[src/rtl/mem_port_arbiter.sv]
// mem_port_arbiter: shares one variable-latency memory port between fetch and load/store
module mem_port_arbiter #(
    parameter int STARVE_MAX = 4,
    parameter int TIMEOUT    = 255
) (
    input  logic        clk,
    input  logic        rst,
    input  logic        if_req,
    input  logic [31:0] if_addr,
    output logic [31:0] if_rdata,
    output logic        if_done,
    output logic        if_err,
    input  logic        ls_rd_en,
    input  logic        ls_wr_en,
    input  logic [1:0]  ls_size,
    input  logic        ls_sign_ext,
    input  logic [31:0] ls_addr,
    input  logic [31:0] ls_wdata,
    output logic [31:0] ls_rdata,
    output logic        ls_done,
    output logic        ls_err,
    output logic        mem_req,
    output logic        mem_we,
    output logic [31:0] mem_addr,
    output logic [3:0]  mem_wstrb,
    output logic [31:0] mem_wdata,
    input  logic [31:0] mem_rdata,
    input  logic        mem_ready,
    output logic        busy
);
    localparam int SW = $clog2(STARVE_MAX + 1);
    localparam int TW = $clog2(TIMEOUT + 1);
    typedef enum logic [1:0] {IDLE, ACCESS, RESP} state_t;
    state_t state, state_nx;
    logic [SW-1:0] starve_cnt;
    logic [TW-1:0] tmo_cnt;
    logic sel_ls, we_q, sext_q, err_q;
    logic [1:0] size_q, lane;
    logic [31:0] addr_q, wdata_q, shifted, ld_data;
    logic [7:0] ld_byte;
    logic [15:0] ld_half;
    logic [3:0] strb;
    logic ls_any, any_req, pick_if, ls_bad, req_bad, tmo_hit;
    assign ls_any  = ls_rd_en | ls_wr_en;
    assign any_req = ls_any | if_req;
    // fetch wins only when idle LSU or after STARVE_MAX back-to-back LSU grants
    assign pick_if = if_req & (~ls_any | (starve_cnt == SW'(STARVE_MAX)));
    assign ls_bad  = (ls_rd_en & ls_wr_en) | (ls_size == 2'd3) |
                     ((ls_size == 2'd1) & ls_addr[0]) | ((ls_size == 2'd2) & |ls_addr[1:0]);
    assign req_bad = pick_if ? |if_addr[1:0] : ls_bad;
    assign tmo_hit = tmo_cnt == TW'(TIMEOUT - 1);
    assign lane    = addr_q[1:0];
    assign shifted = mem_rdata >> {lane, 3'b000};
    assign ld_byte = shifted[7:0];
    assign ld_half = lane[1] ? mem_rdata[31:16] : mem_rdata[15:0];
    assign ld_data = (size_q == 2'd0) ? {{24{sext_q & ld_byte[7]}}, ld_byte} :
                     (size_q == 2'd1) ? {{16{sext_q & ld_half[15]}}, ld_half} : mem_rdata;
    assign strb    = (size_q == 2'd0) ? 4'b0001 << lane :
                     (size_q == 2'd1) ? 4'b0011 << lane : 4'b1111;
    assign mem_req   = state == ACCESS;
    assign mem_we    = mem_req & we_q;
    assign mem_addr  = {addr_q[31:2], 2'b00};
    assign mem_wstrb = mem_we ? strb : 4'b0000;
    assign mem_wdata = (size_q == 2'd0) ? {4{wdata_q[7:0]}} :
                       (size_q == 2'd1) ? {2{wdata_q[15:0]}} : wdata_q;
    assign if_done   = (state == RESP) & ~sel_ls;
    assign ls_done   = (state == RESP) & sel_ls;
    assign if_err    = if_done & err_q;
    assign ls_err    = ls_done & err_q;
    assign busy      = state != IDLE;
    always_comb begin
        state_nx = state;
        case (state)
            IDLE:    state_nx = any_req ? (req_bad ? RESP : ACCESS) : IDLE;
            ACCESS:  state_nx = (mem_ready | tmo_hit) ? RESP : ACCESS;
            default: state_nx = IDLE;
        endcase
    end
    always_ff @(posedge clk or negedge rst) begin
        if (!rst) begin
            state      <= IDLE;
            starve_cnt <= '0;
            tmo_cnt    <= '0;
            sel_ls     <= 1'b0;
            we_q       <= 1'b0;
            sext_q     <= 1'b0;
            err_q      <= 1'b0;
            size_q     <= 2'd0;
            addr_q     <= '0;
            wdata_q    <= '0;
            if_rdata   <= '0;
            ls_rdata   <= '0;
        end else begin
            state <= state_nx;
            if (state == IDLE && any_req) begin
                sel_ls     <= ~pick_if;
                we_q       <= ~pick_if & ls_wr_en;
                sext_q     <= ~pick_if & ls_sign_ext;
                size_q     <= pick_if ? 2'd2 : ls_size;
                addr_q     <= pick_if ? if_addr : ls_addr;
                wdata_q    <= ls_wdata;
                err_q      <= req_bad;
                tmo_cnt    <= '0;
                // an LSU grant over a waiting fetch can only occur below STARVE_MAX
                starve_cnt <= (~pick_if & if_req) ? starve_cnt + 1'b1 : '0;
            end else if (state == ACCESS) begin
                if (mem_ready) begin
                    if (!we_q && sel_ls) ls_rdata <= ld_data;
                    if (!we_q && !sel_ls) if_rdata <= mem_rdata;
                end else begin
                    tmo_cnt <= tmo_cnt + 1'b1;
                    err_q   <= tmo_hit;
                end
            end
        end
    end
endmodule

[config.mk]
export PLATFORM = sky130hd
export DESIGN_NAME = mem_port_arbiter
export DESIGN_NICKNAME = d
export VERILOG_FILES = /design/src/rtl/mem_port_arbiter.sv
export SDC_FILE = /design/constraint.sdc
export NUM_CORES = 1
export LEC_CHECK = 0
export ABC_AREA = 1
export CORE_ASPECT_RATIO = 0.75
export CORE_MARGIN = 2
export CORE_UTILIZATION = 40
export DETAILED_ROUTE_END_ITERATION = 7
export HOLD_SLACK_MARGIN = 0.15
export PLACE_DENSITY_LB_ADDON = 0.05
export SLEW_MARGIN = 25
export SYNTH_ARGS = -nofsm -noshare
export SYNTH_HDL_FRONTEND = slang
export SYNTH_SLANG_ARGS = --single-unit
[constraint.sdc]
create_clock -name clk -period 1.5 [get_ports clk]
set_input_delay 0.375 -clock clk [delete_from_list [all_inputs] [get_ports clk]]
set_output_delay 0.375 -clock clk [all_outputs]
set_load 0.01 [all_outputs]
==> results of run 1 <==
-- flip-flops by register name, indices dropped and copies added (netlist names) --
| signal | count |
|---|---|
| addr_q | 32 |
| err_q | 1 |
| if_rdata | 32 |
| ls_rdata | 32 |
| sel_ls | 1 |
| sext_q | 1 |
| size_q | 2 |
| starve_cnt | 3 |
| state | 2 |
| tmo_cnt | 8 |
| wdata_q | 32 |
| we_q | 1 |
-- per-layer routing --
layer  share of wire, %  routed length (um)
met5                  0                   0
met1                 44               12600
met3                8.9                2570
met4                1.8                 518
met2                 45               13000
-- layout by cell type (no fill, tap or decap), types with 28 or more instances in the layout --
| cell type | n |
|---|---|
| nand2_1 | 324 |
| buf_4 | 70 |
| nand2_2 | 64 |
| clkdlybuf4s15_1 | 62 |
| dfrtp_1 | 141 |
| clkdlybuf4s50_1 | 135 |
| nand2_4 | 38 |
| clkbuf_16 | 28 |
| buf_2 | 32 |
| o21ai_1 | 42 |
| inv_1 | 50 |
| a21oi_1 | 53 |
| nor2_1 | 38 |
| buf_6 | 48 |
-- per-stage QoR --
| stage | total power [mW] | util [%] | instance area [sq um] | hold slack [ns] |
|---|---|---|---|---|
| finish | 26.0 | 70.8 | 13200 | 0.369 |
| global route | 27.6 | 70.8 | 13200 | 0.403 |
| CTS | 23.7 | 64.1 | 11900 | 0.378 |
| detailed placement | 19.1 | 58.8 | 10900 | 0.252 |
| global placement | 19.0 | 58.8 | 10900 | 0.251 |
| floorplan | 13.0 | - | 7650 | 0.0794 |
-- cells in the mapped netlist --
| cell | number |
|---|---|
| nor4_4 | 1 |
| nor4_1 | 2 |
| nor2_4 | 2 |
| o21ai_1 | 44 |
| nand2_2 | 1 |
| nor2_1 | 41 |
| nand3_2 | 1 |
| a21oi_1 | 70 |
| clkbuf_1 | 18 |
| inv_1 | 73 |
| nand2_1 | 427 |
| o22ai_1 | 1 |
| nand4_1 | 6 |
| o21ai_0 | 26 |
| xor2_1 | 3 |
| inv_2 | 9 |
| o21bai_1 | 1 |
| nand3_1 | 48 |
| buf_1 | 2 |
| nand4_2 | 1 |
| buf_2 | 29 |
| o211ai_1 | 15 |
| buf_4 | 43 |
| conb_1 | 1 |
| nor3_1 | 3 |
| nor2_2 | 1 |
| clkinv_1 | 1 |
| dfrtp_1 | 147 |
| inv_4 | 1 |
| ha_1 | 8 |
-- what timing repair did --
item	CTS	global route
setup buffers	28	24
setup endpoints to repair	200	237
hold endpoints to repair	100	0
hold buffers	1	0
cloned	4	14
gates resized for setup	369	342
pin swaps	23	90
-- cell families after synthesis --
logic type	count (synthesis)	synth area share, %
buffers and inverters	176	11.3
XOR/XNOR	3	0.344
other	1	0.0491
AO/OA/AOI/OAI	157	10.8
flip-flops	147	48.2
adder cells (fa/ha/maj)	8	1.31
AND/OR/NAND/NOR	534	28.0
-- final cells by class --
cell class / count / area share (%)
timing repair buffer: 415 / 31.9
multi-input combinational: 704 / 30.5
sequential: 147 / 28.0
clock buffer: 20 / 3.46
inverter: 84 / 2.70
tap: 247 / 2.34
clock inverter: 12 / 1.18
-- worst register-to-register path: cells and delay by family, from the launching register on --
kind                   cells  cell delay, ns
AND/OR/NAND/NOR            4            0.42
flip-flops                 1            0.41
buffers and inverters      6            0.82
-- power by group through the flow --
stage          Sequential, mW  Clock (mW)  Combinational (mW)
2_1_floorplan            7.03           0                6.00
3_3_place_gp             6.89           0                12.1
3_5_place_dp             6.89           0                12.2
4_1_cts                  6.79        4.53                12.4
5_1_grt                  7.12        4.72                15.8
6_report                 6.93        4.48                14.6
-- worst paths after layout --
| path | from | end | slack (ns) | cells past startpoint |
|---|---|---|---|---|
| worst max-delay path | addr_q[0] | mem_wstrb[3] | -0.46 | 5 |
| worst min-delay path | rst | wdata_q[22] | 0.37 | 2 |
| worst max register to register | state[1] | ls_rdata[6] | -0.21 | 10 |
| worst min register to register | ls_rdata[13] | ls_rdata[13] | 0.47 | 2 |
| max in group asynchronous | rst | ls_rdata[10] | 0.54 | 3 |
| min in group clk | ls_wdata[1] | wdata_q[1] | 0.47 | 3 |
==> summary.txt, run 1 <==
Outcome
  – Status: finished, violations left
  – Failing checks: setup timing

STA
  – F_max: 0.510 GHz
  – Hold violation total from the final report: 0
  – Setup-failing EPs final: 106
  – Period utilization: 131%
  – Final Critical Period: 1.96 ns
  – RSZ-0062 raised after global routing: true
  – Setup Total Neg Slack: -21.88 ns
  – Final worst slack: -0.460 ns
  – Skew final: 0.00844 ns
  – Max-slew violations: 0

Final layout
  – Final #Nets: 1514
  – N_diodes: 0
  – Reg area: 3690 sq um
  – Layout filler cell count: 1493
  – Fin cells: 1629
  – Layout cells sized above 1: 32.4%
  – Area grow syn2layout: 72.6%
  – Multi-input logic area: 4020 sq um

Global routing
  – GRT overflow: 0
  – Total GRT Usage: 25.7%
  – Largest net degree at the start of global routing: 65
  – Initial antenna violation count: 0
  – M2 GR Usage: 38.6%
  – First-pass GRT wire length: 39900 um
  – Met3 Use GR: 8.52%
  – Vias in the first global route: 7412
  – Met1 Use GR: 35.5%
  – Most Used Layer, Global Route: met2

Pwr
  – Leak Pwr: 6.48 nW
  – Reg power frac: 26.6%
  – VDD IR-drop max: 943 uV
  – Switching share of power: 41.2%
  – Sw Pwr: 10.7 mW
  – Cell Pwr Density: 1970 nW/um^2
  – Clock network power share: 17.2%
  – Comb pwr share: 56.2%
  – Internal power: 15.3 mW

Yosys
  – Average cell area after synthesis: 7.44 sq um
  – Post-synthesis register bit count: 147
  – Synth unique cells: 30
  – Yosys warning count: 0
  – Synth Cell Area: 7640 sq um
  – Seq/Total Area, Yosys: 48.2%
  – Synth area leaders: dfrtp_1, nand2_1, a21oi_1, buf_4, inv_1
  – Top cell type's share of synthesized area: 48.2%
  – Largest area contributor in the netlist: dfrtp_1
  – Synth Instances: 1026

Setup path
  – CP Data Arrival Time: 1.58 ns
  – Buffers & Inverters on Critical Path: 2
  – Critical path's slowest cell: dfrtp_2
  – Crit end category: output pin
  – Startpoint types: flip-flop
  – Delay-heaviest family, CP: flip-flops
  – CP max stage delay: 0.46 ns
  – Crit-path max FO: 4
  – Critical Path RT: 1.12 ns
  – CP Class: flip-flop to output pin
  – Critical path cell sequence: buf_4 > ha_1 > o21ai_2 > a21oi_1 > buf_2

Die
  – Die width: 164 um
  – Die Ht: 124 um
  – Core footprint: 18600 sq um
  – Initial core utilization: 41.0%
  – I/O pins: 276
  – Core Rows: 43
  – Die area: 20200 sq um

Clocking
  – Worst-skew pair later-pin latency: 0.43 ns
  – Clock Path Buffers: 2
  – Root buf cell: clkbuf_16
  – Clk sinks: 147
  – CTS buffer count: 17
  – Clock transition at path regs: 0.06 ns
  – H-tree depth: 4
  – TritonCTS clock tree: built

Place
  – Port Buf Inserts: 273
  – Placed insts: 1542
  – Dpl ws: -0.506 ns
  – Final HPWL from detailed placement: 18000 um
  – GP Congestion: 0.875

Routing
  – Drt first pass iters: 6
  – Routed WL: 28700 um
  – Number of remaining DRC errors: 0
  – Vias per Instance: 5.04
  – Avg WL per Cell: 17.6 um
  – Via Count: 8217
  – Iteration-0 DRC Markers: 776
  – Antenna viol nets, final: 0

Worst hold path
  – HP Class: primary input to async pin

Flow run
  – Number of max-cap violations: 0
(Power assumes the default switching activity.)
==> inputs of run 2 (changes only) <==
--- a/config.mk
+++ b/config.mk
@@ -11,8 +11,8 @@
 export CORE_UTILIZATION = 40
 export DETAILED_ROUTE_END_ITERATION = 7
 export HOLD_SLACK_MARGIN = 0.15
-export PLACE_DENSITY_LB_ADDON = 0.05
-export SLEW_MARGIN = 25
+export PLACE_DENSITY = 0.76
+export SLEW_MARGIN = 20
 export SYNTH_ARGS = -nofsm -noshare
 export SYNTH_HDL_FRONTEND = slang
 export SYNTH_SLANG_ARGS = --single-unit
==> summary.txt, run 2 (same netlist as run 1, synthesis figures left out) <==
Pwr
  – Cell Pwr Density: 2070 nW/um^2
  – Pwr Total: 28.6 mW
  – VDD IR-drop max: 1080 uV
  – Leak Pwr: 6.87 nW

Final layout
  – Layout cells sized above 1: 36.6%
  – Area grow syn2layout: 80.6%
  – Final #Nets: 1525
  – Layout filler cell count: 1229
  – Post-route cell area: 13800 sq um
  – Most frequent cells in the layout: nand2_1, dfrtp_1, clkdlybuf4s50_1, buf_4
  – Commonest non-fill, non-tap cell in the layout: nand2_1
  – N_diodes: 0
  – Reg area: 3690 sq um
  – Multi-input logic area: 4420 sq um

Setup path
  – CP Data Arrival Time: 1.60 ns
  – Crit-path max FO: 8
  – Critical Path RT: 1.12 ns
  – CP max stage delay: 0.47 ns
  – Startpoint types: flip-flop
  – Crit end category: output pin
  – CP Class: flip-flop to output pin
  – Critical path cell sequence: nor2_4 > buf_12 > nand2_2 > o211ai_1 > buf_2
  – Critical path's slowest cell: dfrtp_2

STA
  – Final Critical Period: 1.97 ns
  – Period utilization: 132%
  – Hold violation total from the final report: 0
  – Final worst slack: -0.474 ns
  – RSZ-0062 raised after global routing: true
  – Max-slew violations: 0
  – Skew final: 0.0118 ns
  – Setup-failing EPs final: 183
  – F_max: 0.507 GHz

Die
  – Die Ht: 124 um
  – Core Rows: 43
  – Core footprint: 18600 sq um
  – I/O pins: 276
  – Initial core utilization: 41.0%
  – Die area: 20200 sq um
  – Die width: 164 um

Clocking
  – CTS buffer count: 17
  – Root buf cell: clkbuf_16
  – Clock transition at path regs: 0.07 ns
  – Worst-skew pair later-pin latency: 0.43 ns
  – TritonCTS clock tree: built
  – H-tree depth: 4
  – Clk sinks: 147
  – Clock Path Buffers: 2

Routing
  – Via Count: 8919
  – Antenna viol nets, final: 0
  – Vias per Instance: 5.44
  – Iteration-0 DRC Markers: 764
  – Drt first pass iters: 8
  – Number of remaining DRC errors: 0
  – Avg WL per Cell: 20.4 um
  – Routed WL: 33500 um

Place
  – Area after DPL: 10900 sq um
  – GP Congestion: 0.928
  – Final HPWL from detailed placement: 18500 um
  – Port Buf Inserts: 273

Global routing
  – Initial antenna violation count: 1
  – GRT overflow: 0
  – Largest net degree at the start of global routing: 53
  – First-pass GRT wire length: 43300 um
  – Vias in the first global route: 8092
  – Total GRT Usage: 27.8%

Outcome
  – Failing checks: setup timing
  – Status: finished, violations left

Worst hold path
  – HP Class: primary input to flip-flop

Flow run
  – Number of max-cap violations: 0
[run 2: worst paths after layout]
kind	start	end	slack, ns	cells past startpoint
worst max register to register	state[1]	ls_rdata[30]	-0.42	11
worst max-delay path	size_q[1]	mem_wdata[30]	-0.47	5
max in group asynchronous	rst	state[0]	0.71	3
worst min-delay path	ls_wdata[26]	wdata_q[26]	0.47	3
min in group asynchronous	rst	if_rdata[6]	0.49	3
worst min register to register	if_rdata[29]	if_rdata[29]	0.48	2
[run 2: power breakdown]
| group | total [mW] | switching [mW] | leakage (nW) | internal [mW] |
|---|---|---|---|---|
| Clock | 4.26 | 1.93 | 0.270 | 2.33 |
| Sequential | 7.20 | 1.42 | 1.81 | 5.78 |
| Combinational | 17.2 | 9.15 | 4.80 | 8.01 |
[run 2: timing repair]
item | in CTS | in global routing
gates cloned | 8 | 20
hold buffers | 1 | 0
hold endpoints to repair | 147 | 0
setup buffers | 31 | 28
pin swaps | 23 | 72
setup endpoints to repair | 252 | 225
resized for setup | 422 | 371
[run 2: metrics by stage]
step | util [%] | setup TNS (ns) | hold slack (ns) | instances | setup slack (ns)
floorplan | - | 0 | 0.0794 | 1027 | 0.00509
global placement | 58.5 | -48.09 | 0.390 | 1531 | -0.466
global route | 74.1 | -57.77 | 0.464 | 1640 | -0.522
finish | 74.1 | -47.73 | 0.473 | 1640 | -0.474
detailed placement | 58.5 | -51.99 | 0.393 | 1531 | -0.512
CTS | 65.0 | -22.43 | 0.464 | 1601 | -0.443
[run 2: per-layer routing]
layer  vias to the layer above  routed length [um]  GRT usage [%]
li1                       3919                   -              -
met1                      4318               12300           34.8
met2                       565               16300           46.5
met3                       117                3650           8.29
met4                         0                1270           9.48
met5                         -                   0              0
[run 2: area by class of cell]
| cell class | count | share of cell area, % |
|---|---|---|
| Clock inverter | 15 | 1.06 |
| Tap cell | 247 | 2.24 |
| Clock buffer | 17 | 3.08 |
| Inverter | 84 | 2.64 |
| Sequential cell | 147 | 26.7 |
| Timing Repair inverter | 2 | 0.299 |
| Timing Repair Buffer | 424 | 31.9 |
| Multi-Input combinational cell | 704 | 32.0 |
[run 2: critical path, delay by kind of cell (launching register included)]
kind | cells | cell delay (ns)
buffers and inverters | 2 | 0.34
AOI/OAI and AO/OA | 1 | 0.10
and+or+nand+nor | 2 | 0.24
DFF | 1 | 0.47
